===== config.mk =====
export PLATFORM = sky130hd
export DESIGN_NAME = divisor_multipaso
export DESIGN_NICKNAME = d
export VERILOG_FILES = /design/src/rtl/divisor_pkg.sv /design/src/rtl/divisor_paso.sv /design/src/rtl/divisor_multipaso.sv
export SDC_FILE = /design/constraint.sdc
export NUM_CORES = 1
export LEC_CHECK = 0
export BUFFER_PORTS_ARGS = -buffer_cell sky130_fd_sc_hd__buf_2
export CORE_MARGIN = 2
export CORE_UTILIZATION = 54
export DETAILED_ROUTE_END_ITERATION = 10
export PLACE_DENSITY = 0.78
export SYNTH_ARGS = -nofsm -noshare
export SYNTH_HDL_FRONTEND = slang
export SYNTH_SLANG_ARGS = --single-unit

===== constraint.sdc =====
create_clock -name clk -period 3.42 [get_ports clk]
set_input_delay 0.513 -clock clk [delete_from_list [all_inputs] [get_ports clk]]
set_output_delay 0.513 -clock clk [all_outputs]
set_load 0.05 [all_outputs]

===== src/rtl/divisor_pkg.sv =====
// Shared definitions for the multi-step restoring divider: FSM states,
// latency helper and parameter legality check.
package divisor_pkg;

  typedef enum logic [1:0] {
    IDLE = 2'd0,
    ITER = 2'd1,
    FIX  = 2'd2,
    DONE = 2'd3
  } state_t;

  // Clocks from the accepting edge to the done pulse, counting that edge as one.
  function automatic int latencia(input int size, input int steps);
    return size / steps + 3;
  endfunction

  function automatic bit steps_legal(input int steps);
    return (steps == 1) || (steps == 2) || (steps == 4);
  endfunction

endpackage


===== src/rtl/divisor_paso.sv =====
// One combinational restoring-division step: shift in a dividend bit and
// subtract the divisor when it fits.
module divisor_paso #(
  parameter int SIZE = 32
) (
  input  logic [SIZE-1:0] rem_in,
  input  logic            dvd_bit,
  input  logic [SIZE-1:0] divisor,
  output logic [SIZE-1:0] rem_out,
  output logic            q_bit
);

  logic [SIZE:0] shifted;
  logic [SIZE:0] diff;

  // rem_in < divisor keeps shifted < 2*divisor, so the borrow alone decides the bit
  always_comb begin
    shifted = {rem_in, dvd_bit};
    diff    = shifted - {1'b0, divisor};
    q_bit   = ~diff[SIZE];
    rem_out = q_bit ? diff[SIZE-1:0] : shifted[SIZE-1:0];
  end

endmodule


===== src/rtl/divisor_multipaso.sv =====
// Sequential signed/unsigned integer divider retiring STEPS_PER_CYCLE
// quotient bits per clock behind a start/done handshake.
module divisor_multipaso
  import divisor_pkg::*;
#(
  parameter int SIZE            = 32,
  parameter int STEPS_PER_CYCLE = 1
) (
  input  logic            clk,
  input  logic            rst_n,
  input  logic            start,
  input  logic            signed_mode,
  input  logic [SIZE-1:0] numerador,
  input  logic [SIZE-1:0] denominador,
  output logic [SIZE-1:0] cociente,
  output logic [SIZE-1:0] resto,
  output logic            done,
  output logic            busy,
  output logic            div_by_zero
);

  localparam int N  = SIZE / STEPS_PER_CYCLE;
  localparam int CW = $clog2(N) + 1;

  if (!steps_legal(STEPS_PER_CYCLE) || (SIZE % STEPS_PER_CYCLE) != 0 || SIZE < 4) begin : g_param_check
    $error("divisor_multipaso: illegal SIZE/STEPS_PER_CYCLE combination");
  end

  state_t          state;
  logic [SIZE-1:0] dvd;
  logic [SIZE-1:0] dsr;
  logic [SIZE-1:0] rem;
  logic [CW-1:0]   cnt;
  logic            sign_q;
  logic            sign_r;
  logic            zero;

  logic            num_neg;
  logic            den_neg;
  logic [SIZE-1:0] num_abs;
  logic [SIZE-1:0] den_abs;

  logic [SIZE-1:0]            rem_chain [STEPS_PER_CYCLE+1];
  logic [STEPS_PER_CYCLE-1:0] q_bits;

  always_comb begin
    num_neg = signed_mode & numerador[SIZE-1];
    den_neg = signed_mode & denominador[SIZE-1];
    num_abs = num_neg ? -numerador : numerador;
    den_abs = den_neg ? -denominador : denominador;
  end

  assign rem_chain[0] = rem;

  // dvd doubles as the quotient register: dividend bits leave at the top, quotient bits enter at the bottom
  for (genvar g = 0; g < STEPS_PER_CYCLE; g++) begin : g_paso
    divisor_paso #(.SIZE(SIZE)) u_paso (
      .rem_in  (rem_chain[g]),
      .dvd_bit (dvd[SIZE-1-g]),
      .divisor (dsr),
      .rem_out (rem_chain[g+1]),
      .q_bit   (q_bits[STEPS_PER_CYCLE-1-g])
    );
  end

  always_ff @(posedge clk or negedge rst_n) begin
    if (!rst_n) begin
      state       <= IDLE;
      dvd         <= '0;
      dsr         <= '0;
      rem         <= '0;
      cnt         <= '0;
      sign_q      <= 1'b0;
      sign_r      <= 1'b0;
      zero        <= 1'b0;
      cociente    <= '0;
      resto       <= '0;
      done        <= 1'b0;
      busy        <= 1'b0;
      div_by_zero <= 1'b0;
    end else begin
      done <= 1'b0;
      case (state)
        IDLE: begin
          if (start) begin
            busy   <= 1'b1;
            rem    <= '0;
            cnt    <= '0;
            dsr    <= den_abs;
            sign_q <= num_neg ^ den_neg;
            sign_r <= num_neg;
            if (denominador == '0) begin
              zero  <= 1'b1;
              dvd   <= numerador;
              state <= FIX;
            end else begin
              zero  <= 1'b0;
              dvd   <= num_abs;
              state <= ITER;
            end
          end
        end
        ITER: begin
          rem <= rem_chain[STEPS_PER_CYCLE];
          dvd <= (dvd << STEPS_PER_CYCLE) | SIZE'(q_bits);
          cnt <= cnt + CW'(1);
          if (cnt == CW'(N - 1)) begin
            state <= FIX;
          end
        end
        FIX: begin
          if (zero) begin
            cociente    <= '1;
            resto       <= dvd;
            div_by_zero <= 1'b1;
          end else begin
            cociente    <= sign_q ? -dvd : dvd;
            resto       <= sign_r ? -rem : rem;
            div_by_zero <= 1'b0;
          end
          state <= DONE;
        end
        DONE: begin
          done  <= 1'b1;
          busy  <= 1'b0;
          state <= IDLE;
        end
        default: state <= IDLE;
      endcase
    end
  end

endmodule


[Word level (Yosys, flattened, before mapping)]
Cells that the tools add are included.
Storage, ports and cells
  register bits: 174
  input port bits: 68
  output and inout port bits: 67
  logic and storage cells: 61
Operators by class
  $add $sub $neg: 6
  equality and inequality tests: 6
  muxes and demuxes: 23
  bitwise logic cells: 5
  reductions and logical operators: 8
Operators by type and width (count)
  $mux W32: 10
  $neg A32 Y32: 4
  $pmux W32 S2: 2
  $sub A33 B32 Y33: 1
  $logic_not A32 Y1: 1
  $or A32 B1 Y32: 1
  $pmux W6 S2: 1
  $pmux W2 S4: 1
  $reduce_and A2 Y1: 4
  $add A6 B1 Y6 const B: 1
  $eq A6 B5 Y1 const B: 1
  $mux W2: 3
  $mux W6: 1
  $eq A2 B2 Y1 const B: 2
  $mux W1: 4
  $ne A2 B2 Y1 const B: 2
  $reduce_bool A2 Y1: 2
  $and A1 B1 Y1: 2
  $eq A2 B1 Y1 const B: 1
  $logic_not A2 Y1: 1
  $pmux W1 S2: 1
  $not A1 Y1: 1
  $xor A1 B1 Y1: 1

[Depth between registers and ports, before layout]
  word-level depth: 5
  depth in mapped cells: 14
  gate-level depth less buffers: 12

[Modules after synthesis]
Synthesis repeated with hierarchy kept, for this count alone.
Second synthesis, totals
  cells, all modules: 1381
  area, all modules: 12041.5 µm²
Modules (own cells, without submodules)
  divisor_multipaso: times used 1, cells each 1076, area an instance 9683.0 µm², sequential area each 4354.2 µm²
  divisor_paso: times used 1, cells each 305, area an instance 2358.5 µm², sequential area each 0.0 µm²

[Worst setup path after synthesis]
No wires, ideal clock.
  path kind: register to register
  start point: register dvd[31]
  end point: register rem[14]
  library setup time: 133 ps
  data arrival time: 3040 ps
  data required time: 3287 ps
  setup slack: 247 ps
  cell stages (with the launch flop): 15
  buffers on the path: 2
  period minus slack after synthesis: 3173 ps
  path through: dfrtp_1 -> inv_1 -> ha_1 -> fa_1 -> nand2b_1 -> a21oi_1 -> o211ai_1 -> o211a_1 -> o31a_1 -> o22ai_1 -> a31o_2 -> buf_2 -> buf_2 -> mux2i_1 -> o21ai_0
On the way
  word-level cells in the longest chain between the ends: 3
Ends and longest elaborated chain
  start, declared: line divisor_multipaso.sv:30  | logic [SIZE-1:0] dvd;
  start signal, assigned: line divisor_multipaso.sv:94  | dvd <= numerador;
  start signal, assigned: line divisor_multipaso.sv:98  | dvd <= num_abs;
  start signal, assigned: line divisor_multipaso.sv:105  | dvd <= (dvd << STEPS_PER_CYCLE) | SIZE'(q_bits);
  $sub A33 B32 Y33: line divisor_paso.sv:19  | diff = shifted - {1'b0, divisor};
  $mux W32: line divisor_paso.sv:21  | rem_out = q_bit ? diff[SIZE-1:0] : shifted[SIZE-1:0];
  $pmux W32 S2: line divisor_multipaso.sv:83  | case (state)
  end signal, assigned: line divisor_multipaso.sv:104  | rem <= rem_chain[STEPS_PER_CYCLE];
  end, declared: line divisor_multipaso.sv:32  | logic [SIZE-1:0] rem;
Every way passes these cells.
A chain may end at the register's enable or synchronous reset.

[Worst setup path in the final report]
  start point: register dvd[31]
  end point: register rem[21]
The elaborated chain is that of the path after synthesis.

==> key figures <==
Run status
  • Result of the run: finished, final reports clean

Clock network
  • Number of buffers created by CTS: 17
  • CTS sink count: about 170
  • CTS root buffer: sky130_fd_sc_hd__clkbuf_16
  • Clock tree from TritonCTS: done
  • Bufs on Longest Clock Path: 2
  • Clock latency on the worst-skew pair: 440 ps
  • Clock-pin slew on the worst setup and hold paths: 70 ps
  • Depth of the CTS H-tree: 4

Finish
  • Layout cells sized above 1: 16.8%
  • Area delta synth->final: 13.9%
  • Total number of nets in the final design: approximately 1.6k
  • Layout filler cell count: approximately 1.8k

Critical path
  • Kind of launch point of the worst setup path: register
  • Required time of the worst setup path: roughly 3700 ps
  • Worst-case register-to-register setup slack: roughly 230 ps
  • Slowest CP cell: sky130_fd_sc_hd__dfrtp_1
  • Critical path's top delay family: compound AO/OA/AOI/OAI gates
  • Cell seen most often among critical-path stages: sky130_fd_sc_hd__o22ai_1
  • Crit path arrival time: between 3000 and 4000 ps
  • Maximum fanout along the worst path: 7
  • WP buf/inv: 2
  • Critical path's largest stage delay: 360 ps
  • Worst Setup Path Type: reg2reg
  • Cells traversed along the worst timing path: inv_1 -> ha_1 -> fa_2 -> nand2b_1 -> a21oi_2 -> o211ai_1 -> o211a_1 -> o31a_1 -> o22ai_1 -> a31o_2 -> buf_4 -> mux2i_1 -> o22ai_1
  • CP endpoint kind: register

Routing
  • Detail-routed net length per standard cell: around 17 um
  • Count of TritonRoute iterations in the first routing pass: 7
  • Drt first-iter violations: between 800 and 900
  • Post-detailed-route count of antenna-violating nets: 0
  • Total vias in the final route: 10.3k
  • DRC viols: 0
  • Number of vias per cell: just under 6
  • Wire length reported by the detailed router: between 20 and 30 mm

STA
  • Transition time of the tightest slew-check pin: 1220 ps
  • Final hold viol count: 0
  • Number of pins exceeding their max-slew limit in the final report: 0
  • Clock period minus worst slack: around 3200 ps
  • Final-layout setup total negative slack: 0 ps
  • Layout Skew: between 15 and 20 ps
  • Peak Freq: about 310 MHz
  • Unrepaired setup endpoints after global routing: no
  • Headroom to the max-slew limit: around 18%
  • Final number of setup-violating endpoints: 0
  • Share of the clock period used by the worst path after layout: between 90 and 100%

Power and ir drop
  • Total power consumption of the routed design: ~15 mW
  • Static leakage: slightly below 6 nW
  • VDD IR-drop max: 0.480 mV
  • Power density of the placed cells: ~1100 mW/mm2

Logic synthesis
  • Flops & latches, synth: ~170
  • Net count of the mapped netlist: approximately 1.5k
  • Number of synthesized flops with an enable pin: 0
  • Post-synth top area cell: sky130_fd_sc_hd__dfrtp_1
  • Mapped cell area: 0.0116 mm2
  • Total of warnings raised by yosys: 0
  • Async S/R FF share, synth: 100%
  • Dominant cells by area after synthesis: sky130_fd_sc_hd__dfrtp_1 38%, sky130_fd_sc_hd__o21ai_0 6.8%, sky130_fd_sc_hd__xor2_1 6.6%
  • Portion of the post-synthesis area used by sequential elements: between 30% and 40%
  • Cells after Synth: 1,352
  • Post-synth cell types: 67
  • Top flip-flop cell by instance count after synthesis: sky130_fd_sc_hd__dfrtp_1
  • Post-Syn Area per Cell: 8.57 um2
  • Top-area cell type share of the netlist area: between 30% and 40%

Floorplan
  • Die ar.: around 0.023 mm2
  • Die extent in x: 150 um
  • Starting utilization of the core area: between 50% and 60%
  • Die Height: 150 um
  • Number of top-level pins: approximately 140
  • Area of the placeable core: around 0.021 mm2
  • Row cnt: 53

Global route
  • Pin count of the biggest net entering global routing: 77
  • Total gr overflow: 0
  • Via count of the first global-routing pass: approximately 9.5k
  • Combined global-route utilization of all metal layers: a little over a quarter
  • Number of antenna violations at the first check in global routing: 0
  • Wire length of the first global-routing pass: 47.2 mm

Hold path
  • Classification of the worst-slack hold path: in2async

Placed design
  • # port buffers: roughly 130
  • HPWL reported at the end of detailed placement: about 22 mm
  • Placer's final routability congestion estimate: 0.939

Job
  • Max Cap Violations: 0
[cell type report]
| type | count | area (um2) | share of cell area (%) |
|---|---|---|---|
| diodes | 1 | 2.50 | 0.0190 |
| clock buffers | 19 | 443 | 3.36 |
| clock inverters | 13 | 129 | 0.977 |
| inverters | 58 | 218 | 1.65 |
| multi-input cells | 1047 | 6740 | 51.1 |
| flip-flops and latches | 174 | 4360 | 33.0 |
| well taps | 275 | 344 | 2.61 |
| repair buffers | 167 | 962 | 7.29 |
[power by group]
| group | leakage, nW | internal, mW | switching [mW] |
|---|---|---|---|
| registers | 2.15 | 2.99 | 0.955 |
| logic | 3.52 | 3.37 | 5.68 |
| clock network | 0.275 | 1.04 | 0.873 |
[registers in the layout (all words and copies together) (netlist names)]
name / count
cnt: 6
dvd: 32
state: 2
busy: 1
resto: 32
sign_q: 1
sign_r: 1
cociente: 32
rem: 32
dsr: 32
div_by_zero: 1
zero: 1
done: 1
[cell usage in the layout, fill, tap and decap left out, types with 30 or more instances in the layout]
| cell | n |
|---|---|
| sky130_fd_sc_hd__buf_4 | 30 |
| sky130_fd_sc_hd__mux2i_1 | 38 |
| sky130_fd_sc_hd__a21oi_1 | 106 |
| sky130_fd_sc_hd__o21ai_0 | 157 |
| sky130_fd_sc_hd__xnor2_1 | 62 |
| sky130_fd_sc_hd__xor2_1 | 87 |
| sky130_fd_sc_hd__inv_1 | 58 |
| sky130_fd_sc_hd__nand2_1 | 162 |
| sky130_fd_sc_hd__nor2_1 | 98 |
| sky130_fd_sc_hd__ha_1 | 40 |
| sky130_fd_sc_hd__dfrtp_1 | 173 |
| sky130_fd_sc_hd__buf_2 | 133 |
[layer usage]
layer | part of all wire (%) | wire length (um) | GRT usage [%]
met5 | 0 | 0 | 0
met4 | 1.9 | 573 | 7.97
met3 | 7.2 | 2130 | 4.42
met2 | 46 | 13500 | 41.3
met1 | 45 | 13200 | 36.6
[logic make-up (layout without fill, tap and decap cells)]
group / Yosys count / after routing / share of synthesized area (%)
mux: 62 / 62 / 5.62
xor+xnor: 149 / 149 / 11.3
compound gates: 394 / 394 / 20.2
buf+inv: 131 / 257 / 4.45
flops: 174 / 174 / 37.6
other cells: 0 / 1 / 0
simple gates: 400 / 400 / 16.3
fa+ha+maj: 42 / 42 / 4.60
[worst paths after layout]
kind	to	cells past startpoint	from
setup / recovery	rem[21]$_DFFE_PN0P_	13	dvd[31]$_DFFE_PN0P_
hold / removal	cociente[3]$_DFFE_PN0P_	1	rst_n
setup reg to reg	rem[21]$_DFFE_PN0P_	13	dvd[31]$_DFFE_PN0P_
hold reg to reg	dsr[15]$_DFFE_PN0P_	2	dsr[15]$_DFFE_PN0P_
max in group asynchronous	dsr[28]$_DFFE_PN0P_	2	rst_n
min in group clk	sign_r$_DFFE_PN0P_	3	numerador[31]
[cells in the mapped netlist, drive strengths merged (11+ instances only)]
cell	n
o41ai	15
nor2	98
a21oi	108
nand2b	14
or3	16
xnor2	62
mux2i	38
ha	41
mux2	24
a22oi	16
o21ai	162
xor2	87
dfrtp	174
or4	11
clkbuf	59
nor3	17
buf	14
a21o	11
nor4	11
o31ai	27
nand2	163
inv	58
nand3	23
[per-stage QoR]
step / hold WS [ps] / worst slack (ps) / util, % / area [um2] / cells
5_1_grt: 148 / 29.8 / 62.8 / 13200 / 1753
6_report: 101 / 229 / 62.8 / 13200 / 1754
3_5_place_dp: 471 / 180 / 59.9 / 12600 / 1719
2_1_floorplan: 217 / 247 / - / 11600 / 1352
4_1_cts: 129 / 71.6 / 62.7 / 13200 / 1751
3_3_place_gp: 461 / 259 / 59.9 / 12600 / 1719
[timing repair]
item,4_1_cts,5_1_grt
hold endpoints to repair,0,0
hold buffers,0,0
setup buffers,0,2
setup endpoints to repair,0,28
resized for setup,0,3
Power figures use the tool's default switching activity.
